**config.mk**
```make
export PLATFORM = sky130hd
export DESIGN_NAME = if_fetch_stage
export DESIGN_NICKNAME = d
export VERILOG_FILES = /design/src/rtl/if_fetch_stage.sv
export SDC_FILE = /design/constraint.sdc
export NUM_CORES = 1
export LEC_CHECK = 0
export CORE_MARGIN = 4
export CORE_UTILIZATION = 40
export CTS_CLUSTER_SIZE = 30
export DETAILED_ROUTE_END_ITERATION = 6
export PLACE_DENSITY = 0.73
export SYNTH_ARGS = -nofsm -noshare
export SYNTH_HDL_FRONTEND = slang
export SYNTH_SLANG_ARGS = --single-unit
```
**constraint.sdc**
```tcl
create_clock -name clk -period 1.8 [get_ports clk]
set_input_delay 0.27 -clock clk [delete_from_list [all_inputs] [get_ports clk]]
set_output_delay 0.27 -clock clk [all_outputs]
set_load 0.05 [all_outputs]
```
**src/rtl/if_fetch_stage.sv**
```systemverilog
// -----------------------------------------------------------------------------
// if_fetch_stage
//   Instruction-fetch stage of the RV32 core. Owns the program counter, presents
//   it combinationally as the program ROM address, and captures the ROM word into
//   the IF/ID pipeline register. Handles decode-side stall, flush (bubble with pc
//   held), and branch/jump redirects from execute.
//
// Ports
//   clk            in   1      single clock, rising edge
//   rst_n          in   1      synchronous reset, active low
//   rom_addr       out  XLEN   byte address to program ROM (= pc)
//   rom_data       in   32     instruction word for rom_addr, same cycle
//   stall          in   1      hold pc, IF/ID and fetch_cnt
//   flush          in   1      replace IF/ID with a bubble, pc held
//   redirect_valid in   1      taken branch/jump this cycle
//   redirect_pc    in   XLEN   redirect target byte address
//   if_id_pc       out  XLEN   pc of instruction held in IF/ID
//   if_id_instr    out  32     instruction held in IF/ID
//   if_id_valid    out  1      IF/ID holds a real instruction
//   misalign_err   out  1      one-cycle pulse after a redirect with target[1:0]!=0
//   fetch_cnt      out  CNT_W  count of valid instructions loaded into IF/ID
// -----------------------------------------------------------------------------
module if_fetch_stage #(
  parameter int unsigned      XLEN      = 32,
  parameter logic [XLEN-1:0]  RESET_PC  = '0,
  parameter logic [31:0]      NOP_INSTR = 32'h0000_0013,
  parameter int unsigned      CNT_W     = 32
) (
  input  logic             clk,
  input  logic             rst_n,
  output logic [XLEN-1:0]  rom_addr,
  input  logic [31:0]      rom_data,
  input  logic             stall,
  input  logic             flush,
  input  logic             redirect_valid,
  input  logic [XLEN-1:0]  redirect_pc,
  output logic [XLEN-1:0]  if_id_pc,
  output logic [31:0]      if_id_instr,
  output logic             if_id_valid,
  output logic             misalign_err,
  output logic [CNT_W-1:0] fetch_cnt
);

  logic [XLEN-1:0] pc;
  logic [XLEN-1:0] redirect_target;
  logic [XLEN-1:0] pc_plus4;

  // ROM has zero latency, so the fetch address is simply the current pc.
  assign rom_addr = pc;

  // Instructions are word aligned: the low two target bits are dropped and
  // reported through misalign_err instead of being fetched from.
  assign redirect_target = {redirect_pc[XLEN-1:2], 2'b00};

  // Wraps modulo 2^XLEN naturally at the top of the address space.
  assign pc_plus4 = pc + XLEN'(4);

  // Priority per edge: reset > redirect > flush > stall > advance.
  always_ff @(posedge clk) begin
    // NOTE: all state is assigned with <= so every register samples the
    // pre-edge values of the others, independent of statement order.
    if (!rst_n) begin
      pc           <= RESET_PC;
      if_id_pc     <= '0;
      if_id_instr  <= NOP_INSTR;
      if_id_valid  <= 1'b0;
      misalign_err <= 1'b0;
      fetch_cnt    <= '0;
    end else begin
      // Pulse output: cleared on every edge unless a misaligned redirect re-arms it.
      misalign_err <= 1'b0;

      if (redirect_valid) begin
        // if_id_pc is left as-is; it is meaningless while the bubble is invalid.
        pc           <= redirect_target;
        if_id_instr  <= NOP_INSTR;
        if_id_valid  <= 1'b0;
        misalign_err <= |redirect_pc[1:0];
      end else if (flush) begin
        // pc is not advanced, so the word at pc is fetched again next cycle.
        if_id_instr  <= NOP_INSTR;
        if_id_valid  <= 1'b0;
      end else if (!stall) begin
        if_id_pc     <= pc;
        if_id_instr  <= rom_data;
        if_id_valid  <= 1'b1;
        pc           <= pc_plus4;
        fetch_cnt    <= fetch_cnt + CNT_W'(1);
      end
    end
  end

endmodule
```
==> flow_summary_export.csv <==
group,metric,value,unit
layout,antennaDiodeCount,0,
logic_synthesis,synth_seq_cells,126,
sta,fin_crit_sh,0.976,
routing,viasPerCell,5.11,
setup_path,worstSetupPathType,"reg2reg",
sta,setup_viol,0,
setup_path,crit_chain,"ha_4 > or3b_4 > nor3_4 > nand4_1 > xor2_1 > o31ai_1",
global_routing,grt_pass1_vias,5192,
placed_design,placed_cell_area,7560,um2
layout,final_util,0.635,
logic_synthesis,synthFlopType,"dfxtp_1",
sta,max_freq,569,MHz
setup_path,setup.worst_path.start_class,"register",
setup_path,worstPathMaxFanout,3,
global_routing,grt_pass1_wl,25.6,mm
logic_synthesis,avgSynthCellArea,8.82,um2
routing,drtIter0Drc,414,
global_routing,grt_use_total,0.214,
sta,slew_violations,0,
setup_path,cp.required,2130,ps
routing,postRouteAntennaNets,0,
placed_design,detailed_place_hpwl,11.8,mm
setup_path,cp.arrival,2080,ps
placed_design,dp_slack,-379,ps
clock_tree,path_clk_slew,50,ps
setup_path,crit_path_end_kind,"register",
power,p_int,5.58,mW
setup_path,cp_slowest_cell,"or3b_4",
power,power_frac_seq,0.398,
power,power.leakage,3.54,nW
sta,finalHoldViolations,0,
power,power.density,910,nW/um2
power,switching_share,0.248,
sta,setup_slack,43.2,ps
floorplanning,io_pins,199,
global_routing,grt_max_degree,45,
setup_path,critPathTopFamily,"simple AND/OR/NAND/NOR gates",
logic_synthesis,yosys_warnings,0,
floorplanning,core_area,12800,um2
flow_run,maxCapViolations,0,
outcome,status,"finished, final reports clean",
floorplanning,die-area,15300,um2
clock_tree,clock-sinks,126,
layout,syn2layout_area_growth,52.4,%
clock_tree,cts-root-buf,"clkbuf_16",
routing,first_pass_iters,4,
logic_synthesis,synthArstFlopShare,0,
placed_design,dpl.cell_count,975,
logic_synthesis,ys_types,48,
global_routing,grt_overflow,0,
clock_tree,cts_max_level,4,
layout,final_net_count,894,
logic_synthesis,synth_edf_count,0,
floorplanning,rows,41,
clock_tree,insertion_delay,420,ps
clock_tree,cts_buffers,17,
logic_synthesis,syn_area,5340,um2
setup_path,cp.buffers_inverters,0,
clock_tree,cts_buffer_depth,2,
setup_path,rrSetupSlack,40,ps
power,power.switching,1.84,mW
sta,worstMarginPinSlew,577,ps
sta,layout_min_cycle_time,1760,ps
placed_design,io_buffers,194,
logic_synthesis,seq_area_frac_synth,0.472,
routing,wire_per_inst,16.1,um
setup_path,slowest_delay,410,ps
routing,routed_wl,16.2,mm
placed_design,place.gp.congestion,0.820,
layout,stdcell_area,8150,um2
floorplanning,initial_utilization,0.417,
logic_synthesis,syn_inst,606,
sta,hold_slack,394,ps
power,finalPower,7.42,mW
floorplanning,die_h,124,um
clock_tree,cts_tree,"yes",
power,pwr-share-comb,0.118,
routing,vias,5150,
floorplanning,fp.dieW,124,um
sta,slew_headroom,0.615,
layout,final_cells,1008,
sta,skew,6.46,ps
worst_hold_path,holdCritPathClass,"in2reg",
sta,tns,0,ps
clock_tree,hold_buffers,0,
power,vdd_ir_drop_max,0.667,mV
layout,final_layout_size_suffix_gt1_frac,0.228,
sta,rsz0062_at_grt,"yes",
routing,route.detailed.drc,0,
global_routing,antenna_found_initial,0,
power,p_clk_frac,0.484,
cells in the final DEF, fill, tap and decap left out, types with 3 or more instances in the layout:
cell type / count
buf_4: 102
dfxtp_1: 93
nand2_1: 80
nor2_1: 69
clkdlybuf4s50_1: 66
dlygate4sd2_1: 62
a21oi_1: 59
mux2i_1: 36
xor2_1: 33
nand3_1: 28
dfxtp_2: 28
o21ai_0: 27
nand4_1: 24
clkbuf_16: 18
xnor2_1: 14
and3_1: 8
and4_1: 7
or3_1: 6
inv_1: 5
a31oi_1: 5
dfxtp_4: 5
conb_1: 4
clkinv_2: 4
buf_12: 4
nor3_4: 3
nor3_1: 3
bufinv_16: 3
clkbuf_8: 3
power by group through the flow:
stage	Combinational, mW	Clock, mW	Sequential [mW]
floorplan	0.257	0	3.25
global placement	0.878	0	3.01
detailed placement	0.890	0	3.01
CTS	0.877	3.65	2.95
global route	0.932	3.78	2.97
finish	0.875	3.59	2.96
flip-flops by register name (all words and copies together) (netlist names):
signal        flops
if_id_valid       1
misalign_err      1
rom_addr         30
if_id_pc         30
fetch_cnt        32
if_id_instr      32
worst paths after layout:
| kind | startpoint | to | cells past startpoint |
|---|---|---|---|
| max | rom_addr[3] | rom_addr[28] | 6 |
| min | stall | fetch_cnt[3] | 5 |
| max reg2reg | rom_addr[3] | rom_addr[28] | 6 |
| min reg2reg | if_id_pc[22] | if_id_pc[22] | 2 |
synthesized netlist by cell type (all sizes together), types with 2 or more instances:
| cell type | number | share of area |
|---|---|---|
| buf | 17 | 0.022 |
| o21ai | 27 | 0.025 |
| and4 | 11 | 0.018 |
| nor4 | 3 | 0.0075 |
| nor3b | 2 | 0.0028 |
| nand3 | 30 | 0.031 |
| inv | 5 | 0.0035 |
| or3 | 6 | 0.0070 |
| o31ai | 2 | 0.0028 |
| nor2 | 69 | 0.048 |
| nor3 | 6 | 0.011 |
| dfxtp | 126 | 0.47 |
| ha | 2 | 0.0047 |
| and3 | 8 | 0.0094 |
| nand4 | 25 | 0.030 |
| nand2 | 81 | 0.058 |
| a31oi | 5 | 0.0059 |
| xor2 | 33 | 0.054 |
| a21oi | 59 | 0.055 |
| mux2i | 36 | 0.067 |
| clkbuf | 24 | 0.017 |
| or4 | 2 | 0.0028 |
| xnor2 | 14 | 0.023 |
worst register-to-register path, cell delays in order (launching register included):
cell and delay, ps:
dfxtp_4 350, ha_4 130, or3b_4 410, nor3_4 240, nand4_1 140, xor2_1 170, o31ai_1 230
layout make-up:
| class | count | area, um2 |
|---|---|---|
| Timing Repair Buffer | 236 | 2070 |
| Multi-Input combinational cell | 436 | 2640 |
| Sequential cell | 126 | 2580 |
| Inverter | 6 | 22.5 |
| Tap cell | 172 | 215 |
| Clock inverter | 10 | 130 |
| Fill cell | 1105 | 4680 |
| Clock buffer | 22 | 495 |
metal layers:
layer	GRT usage	share of wire	up-vias	wire, um
met1	0.256	0.42	2428	6850
met3	0.0886	0.089	20	1440
met5	0	0	-	0
met4	0.0768	0.015	0	235
li1	-	-	2516	-
met2	0.344	0.47	186	7670
repair_timing:
action,4_1_cts,5_1_grt
endpoints found under the setup margin,62,31
gates resized for setup,62,9
buffers inserted,0,1
pin swaps,0,6
cell families (layout without fill, tap and decap cells):
logic type	count (synthesis)	after routing	share of synthesized area
compound gates	97	97	0.0955
flops	126	126	0.472
other cells	1	4	0.000702
xor+xnor	47	47	0.0770
fa+ha+maj	2	2	0.00468
mux	36	36	0.0674
simple gates	250	250	0.240
buf+inv	47	274	0.0431
Power figures use the tool's default switching activity.
